$ cat config.mk
export PLATFORM = sky130hd
export DESIGN_NAME = scan_decoder
export DESIGN_NICKNAME = d
export VERILOG_FILES = /design/src/rtl/scan_decoder.sv
export SDC_FILE = /design/constraint.sdc
export NUM_CORES = 1
export LEC_CHECK = 0
export ABC_AREA = 1
export ABC_CLOCK_PERIOD_IN_PS = 3200
export CORE_MARGIN = 3
export CORE_UTILIZATION = 50
export DETAILED_ROUTE_END_ITERATION = 16
export PLACE_DENSITY_LB_ADDON = 0.15
export SKIP_CTS_REPAIR_TIMING = 1
export SLEW_MARGIN = 20
export SYNTH_ARGS = -nofsm -noshare
export SYNTH_HDL_FRONTEND = slang
export SYNTH_SLANG_ARGS = --single-unit
$ cat constraint.sdc
create_clock -name clk -period 3.2 [get_ports clk]
set_clock_uncertainty 0.1 [all_clocks]
set_input_delay 0.96 -clock clk [delete_from_list [all_inputs] [get_ports clk]]
set_output_delay 0.96 -clock clk [all_outputs]
set_load 0.1 [all_outputs]
$ cat src/rtl/scan_decoder.sv
// rtl/scan_decoder.sv - one-hot channel scan decoder with auto dwell scan and manual select
// The drive, index and frame pulse are all registered from a single next-index decision.
module scan_decoder #(
  parameter int SEL_W      = 3,
  parameter int N_CH       = 8,
  parameter int DWELL      = 5,
  parameter int ACTIVE_LOW = 1
) (
  input  logic             clk,
  input  logic             reset,
  input  logic             en,
  input  logic             manual,
  input  logic [SEL_W-1:0] sel_in,
  input  logic [N_CH-1:0]  ch_mask,
  output logic [N_CH-1:0]  d_out,
  output logic [SEL_W-1:0] cur_sel,
  output logic             frame_done
);

  localparam int              CNT_W    = (DWELL > 1) ? $clog2(DWELL) : 1;
  localparam logic [CNT_W-1:0] CNT_LAST = CNT_W'(DWELL - 1);
  localparam logic [N_CH-1:0]  IDLE     = (ACTIVE_LOW != 0) ? {N_CH{1'b1}} : {N_CH{1'b0}};

  logic [SEL_W-1:0] r_cur_sel;
  logic [CNT_W-1:0] r_cnt;
  logic [N_CH-1:0]  r_d_out;
  logic             r_frame_done;

  logic             w_up_found;
  logic [SEL_W-1:0] w_up_sel;
  logic             w_low_found;
  logic [SEL_W-1:0] w_low_sel;
  logic [SEL_W-1:0] w_next_sel;
  logic [CNT_W-1:0] w_next_cnt;
  logic             w_next_fd;
  logic             w_sel_ok;
  logic [N_CH-1:0]  w_dec;

  // Descending search so the last hit is the lowest qualifying index.
  always_comb begin
    w_up_found  = 1'b0;
    w_up_sel    = '0;
    w_low_found = 1'b0;
    w_low_sel   = '0;
    for (int j = N_CH - 1; j >= 0; j--) begin
      if (ch_mask[j]) begin
        w_low_found = 1'b1;
        w_low_sel   = SEL_W'(j);
        if (j > int'(r_cur_sel)) begin
          w_up_found = 1'b1;
          w_up_sel   = SEL_W'(j);
        end
      end
    end
  end

  always_comb begin
    w_next_sel = r_cur_sel;
    w_next_cnt = r_cnt;
    w_next_fd  = 1'b0;
    w_sel_ok   = 1'b1;
    if (manual) begin
      w_next_cnt = '0;
      if (int'(sel_in) < N_CH) begin
        w_next_sel = sel_in;
      end else begin
        w_sel_ok = 1'b0;
      end
    end else if (r_cnt != CNT_LAST) begin
      w_next_cnt = r_cnt + CNT_W'(1);
    end else begin
      w_next_cnt = '0;
      if (w_up_found) begin
        w_next_sel = w_up_sel;
      end else if (w_low_found) begin
        w_next_sel = w_low_sel;
        w_next_fd  = 1'b1;
      end
    end
  end

  always_comb begin
    w_dec = '0;
    for (int i = 0; i < N_CH; i++) begin
      w_dec[i] = w_sel_ok && (w_next_sel == SEL_W'(i)) && ch_mask[i];
    end
  end

  // XOR with the idle pattern applies the output polarity.
  always_ff @(posedge clk or negedge reset) begin
    if (!reset) begin
      r_cur_sel    <= '0;
      r_cnt        <= '0;
      r_d_out      <= IDLE;
      r_frame_done <= 1'b0;
    end else if (en) begin
      r_cur_sel    <= w_next_sel;
      r_cnt        <= w_next_cnt;
      r_d_out      <= w_dec ^ IDLE;
      r_frame_done <= w_next_fd;
    end else begin
      r_d_out      <= IDLE;
      r_frame_done <= 1'b0;
    end
  end

  assign d_out      = r_d_out;
  assign cur_sel    = r_cur_sel;
  assign frame_done = r_frame_done;

endmodule

Word-level counts from Yosys, hierarchy flattened --
Cells that the tools add are included.
Storage, ports and cells: register bits 15, bits of input ports 15, output and inout port bits 12, word-level logic and storage cells 86
Cells by class: add/subtract/negate cells 1, order comparisons 7, eq/ne operators 8, muxes and demuxes 56, bitwise operators 1, reductions and logical operators 9
Operators by type and width (number):
- 2-to-1 mux 3 bit | 28
- 2-to-1 mux 1 bit | 27
- equality test 3 bit (second input constant) | 4
- > comparator 3 bit (first input constant) | 4
- logical AND 1 bit | 8
- 2-to-1 mux 8 bit | 1
- NOT 8 bit | 1
- equality test 3 x 2 -> 1 bit (second input constant) | 2
- > comparator 2 x 3 -> 1 bit (first input constant) | 2
- adder 3 x 1 -> 3 bit (second input constant) | 1
- equality test 3 x 1 -> 1 bit (second input constant) | 1
- > comparator 1 x 3 -> 1 bit (first input constant) | 1
- logical NOT 3 bit | 1
- != test 3 bit (second input constant) | 1

Logic depth before layout (Yosys ltp) --
depth after elaboration 22, depth in mapped cells 13, gate-level depth less buffers 13

Worst setup path after synthesis --
Ideal clock, no wire load.
path kind reg-to-reg, start point register r_cur_sel[2] (netlist: cur_sel[2]), end point register r_cur_sel[0] (netlist: cur_sel[0]), library setup time 120 ps, arrival 1925 ps, setup slack 1055 ps, stages on the path, launching flop included 12, clock period less this slack 2145 ps, path through dfrtp_1 nand2_1 nand3_2 inv_1 nor2_4 nand2_2 nor2_2 nand2_1 nand3_2 nand2_4 nand2_1 nand2_1
On the way: longest elaborated chain between the ends 18, elaborated cells between the ends (all ways) 38
Ends and longest elaborated chain:
- start, declared | line 24 | logic [SEL_W-1:0] r_cur_sel;
- start signal, assigned | line 97 | r_cur_sel <= w_next_sel;
- > comparator 3 bit | line 49 | if (j > int'(r_cur_sel)) begin
- 2-to-1 mux 3 bit or 2-to-1 mux 1 bit (tied branches) | line 49
- 2-to-1 mux 3 bit or 2-to-1 mux 1 bit (tied branches) | line 46 | if (ch_mask[j]) begin
- 2-to-1 mux 3 bit or 2-to-1 mux 1 bit (tied branches) | line 49
- 2-to-1 mux 3 bit or 2-to-1 mux 1 bit (tied branches) | line 46
- 2-to-1 mux 3 bit or 2-to-1 mux 1 bit (tied branches) | line 49
- 2-to-1 mux 3 bit or 2-to-1 mux 1 bit (tied branches) | line 46
- 2-to-1 mux 3 bit or 2-to-1 mux 1 bit (tied branches) | line 49
- (+2 left out)
- 2-to-1 mux 3 bit or 2-to-1 mux 1 bit (tied branches) | line 46
- 2-to-1 mux 3 bit or 2-to-1 mux 1 bit (tied branches) | line 49
- 2-to-1 mux 3 bit or 2-to-1 mux 1 bit (tied branches) | line 46
- 2-to-1 mux 3 bit or 2-to-1 mux 1 bit (tied branches) | line 49
- 2-to-1 mux 3 bit or 2-to-1 mux 1 bit (tied branches) | line 46
- 2-to-1 mux 3 bit (*) | line 73 | if (w_up_found) begin
- 2-to-1 mux 3 bit (*) | line 69 | end else if (r_cnt != CNT_LAST) begin
- 2-to-1 mux 3 bit (*) | line 62 | if (manual) begin
Mark *: on every way between the ends. The rest lies on a longest branch, timed or not. A chain may end at the register's enable or synchronous reset.

Final worst setup path --
start point input ch_mask[4], end point register r_d_out[2] (netlist: d_out[2])
On the way: longest elaborated chain between the ends 14, elaborated cells between the ends (all ways) 32
Ends and longest elaborated chain:
- start, declared | line 14 | input logic [N_CH-1:0] ch_mask,
- 2-to-1 mux 3 bit or 2-to-1 mux 1 bit (tied branches) | line 46
- 2-to-1 mux 3 bit or 2-to-1 mux 1 bit (tied branches) | line 49
- 2-to-1 mux 3 bit or 2-to-1 mux 1 bit (tied branches) | line 46
- 2-to-1 mux 3 bit or 2-to-1 mux 1 bit (tied branches) | line 49
- 2-to-1 mux 3 bit or 2-to-1 mux 1 bit (tied branches) | line 46
- 2-to-1 mux 3 bit or 2-to-1 mux 1 bit (tied branches) | line 49
- 2-to-1 mux 3 bit or 2-to-1 mux 1 bit (tied branches) | line 46
- 2-to-1 mux 3 bit (*) | line 73
- 2-to-1 mux 3 bit (*) | line 69
- 2-to-1 mux 3 bit (*) | line 62
- equality test 3 x 2 -> 1 bit (*) | line 85 | w_dec[i] = w_sel_ok && (w_next_sel == SEL_W'(i)) && ch_mask[i];
- logical AND 1 bit (*) | line 85
- NOT 8 bit (no line) (*)
- 2-to-1 mux 8 bit (*) | line 96 | end else if (en) begin
- end signal, assigned | line 99 | r_d_out <= w_dec ^ IDLE;
- end, declared | line 26 | logic [N_CH-1:0] r_d_out;
Marks and branches as above.

==> impl_metrics.toml <==
[worst_setup_path]
crit_chain = "clkdlybuf4s50_1, nor2_1, nand2_1, nor2_1, nand2_1, nand3_1, nand2_1, nand2_1, nand2_1, nand2_2, inv_1, nor2_2, nand2_1"
arrival_ps = 2490
criticalPathCategory = "in -> reg"
crit_slowest_cell = "clkdlybuf4s50_1"
cp_max_fo = 5
cp-end-kind = "flip-flop"
cp_common_cell = "nand2_1"
cp_slowest_stage_delay_ps = 450
crit_required_ps = 3330
startpoint_type = "input pin"

[layout]
fin_nets = 197
area_growth_pct = 28.6
finish.instance_area_sq_um = 1280
diodes = 0
drive_gt1_frac = 0.207
stdcell_count = 204
final_common_cell = "nand2_1"
final_cell_mix = "nand2_1 (53), inv_1 (25), nor2_1 (18), clkdlybuf4s50_1 (14), buf_4 (12)"

[placement]
dp_hpwl_mm = 1.83
port_buffers = 26
gp_congestion = 0.924
placed_cells = 200
dpl-instance-area_sq_um = 1260

[synth]
syn_nets = 167
synth.distinct_cells = 20
yosysTopAreaCell = "dfstp_2"
synth_area_leaders = "dfstp_2 (21%), nand2_1 (20%), dfrtp_1 (18%)"
avgSynthCellArea_sq_um = 6.66
synth_top_cell_area_share = 0.211
ys_warn_count = 0
synth_seq_area_share = 0.386
ys_seq_elements = 15
syn_area_sq_um = 998
syn_inst = 150

[floorplan]
coreArea_sq_um = 1800
num_rows = 15
die_x_um = 50.7
dieHeight_um = 50.7
io_pins = 27
dieArea_sq_um = 2570
start_util = 0.554

[sta]
slew_headroom = 0.573
rsz0062_at_grt = "no"
fmax_ghz = 0.424
tightest_slew_ps = 638
setup_tns_ps = 0
finalSetupViolations = 0
finalHoldViolCount = 0
post-route-min-period_ps = 2360
slew_viol_final = 0
finalCritPeriodShare = 0.736

[routing]
finalWirelength_mm = 2.27
drt.antenna.violating_nets = 0
first_pass_iters = 4
wl_per_cell_um = 11.1
drc = 0
drt_iter0_markers = 25
post_drt_via_cell_ratio = 4.74
via_count = 966

[cts]
cts_buffer_depth = 2
cts_buffers = 3
clkLatencyLatePin_ps = 290
cts_tree = "done"
clock-sinks = 15
clk_pin_slew_worst_paths_ps = 90
cts_root_buf = "clkbuf_4"
htree_levels = 1

[power_and_ir_drop]
power.total_uw = 548
vdd_drop_max_mv = 0.389
power.share.clock = 0.206
comb_power_share = 0.389
cellPowerDensity_nw_per_um2 = 427
p_switching_uw = 232
intPower_uw = 316
swShare = 0.424
p_seq_frac = 0.405
leakagePower_uw = 0.000663

[global_routing]
grt_max_degree = 16
grt_pass1_vias = 910
grt_use_total = 0.210
grt_first_pass_wirelength_mm = 4.10
antenna_found_initial = 0
overflow = 0

[status]
outcome = "finished, final reports clean"

[run]
cap_viol_max_count = 0

[hold_path]
worstHoldPathType = "reg -> reg"
==> layer usage <==
layer | track usage | part of all wire | vias up
met1 | 0.282 | 0.46 | 422
li1 | - | - | 508
met4 | 0.0538 | 0.015 | 0
met3 | 0.0564 | 0.067 | 6
met2 | 0.335 | 0.46 | 30
met5 | 0 | 0 | -
==> worst paths after layout <==
kind / endpoint / depth (start not counted) / from / slack (ps)
setup / recovery: d_out[2]$_DFF_PN1_ / 13 / ch_mask[4] / 840
hold / removal: r_cnt[2]$_DFFE_PN0P_ / 2 / r_cnt[2]$_DFFE_PN0P_ / 490
setup reg to reg: d_out[5]$_DFF_PN1_ / 11 / r_cnt[0]$_DFFE_PN0P_ / 1400
hold reg to reg: r_cnt[2]$_DFFE_PN0P_ / 2 / r_cnt[2]$_DFFE_PN0P_ / 490
max in group asynchronous: frame_done$_DFF_PN0_ / 1 / reset / 1640
min in group asynchronous: cur_sel[0]$_DFFE_PN0P_ / 1 / reset / 950
==> cell type report <==
type | instances | area [sq um]
clock inverters | 1 | 5.00
repair buffers | 26 | 230
inverters | 26 | 97.6
multi-input cells | 108 | 512
well taps | 25 | 31.3
fillers | 165 | 518
flip-flops and latches | 15 | 385
clock buffers | 3 | 22.5
==> per-stage QoR <==
| stage | hold slack (ps) | setup WS, ps | util |
|---|---|---|---|
| detailed placement | 476 | 539 | 0.697 |
| CTS | 495 | 852 | 0.713 |
| floorplan | 433 | 1050 | - |
| global placement | 457 | 608 | 0.697 |
| global route | 552 | 661 | 0.713 |
| finish | 487 | 844 | 0.713 |
==> kinds of logic (layout without fill, tap and decap cells) <==
family,Yosys count,after routing,share of synthesized area
xor gates and xnor gates,1,1,0.00877
DFF,15,15,0.386
buffers and inverters,27,56,0.101
AOI/OAI and AO/OA,10,10,0.0539
and+or+nand+nor,95,95,0.425
adders and majority gates,2,2,0.0251
==> registers in the layout (all words and copies together), names as in the netlist <==
| name | cells |
|---|---|
| frame_done | 1 |
| d_out | 8 |
| cur_sel | 3 |
| r_cnt | 3 |
==> synthesized netlist by cell type <==
cell type   n
a21oi_1     2
clkbuf_1    1
dfrtp_1     7
dfstp_2     8
ha_1        2
inv_1      25
inv_2       1
nand2_1    53
nand2_2     4
nand2_4     1
nand3_1    10
nand3_2     2
nor2_1     18
nor2_2      3
nor2_4      2
nor3_1      2
o21ai_0     6
o21bai_1    1
o22ai_1     1
xor2_1      1
==> worst max-delay path, delay by kind of cell <==
family | cells | cell delay, ps
AND/OR/NAND/NOR | 11 | 990
buffers and inverters | 2 | 540
==> power groups by stage <==
| stage | logic (uW) | clock network [uW] | registers, uW |
|---|---|---|---|
| 4_1_cts | 214 | 115 | 222 |
| 5_1_grt | 236 | 124 | 225 |
| 3_5_place_dp | 213 | 0 | 225 |
| 6_report | 213 | 113 | 222 |
| 3_3_place_gp | 209 | 0 | 224 |
| 2_1_floorplan | 93.8 | 0 | 284 |
Note: power is estimated with default switching activity, not from simulation.
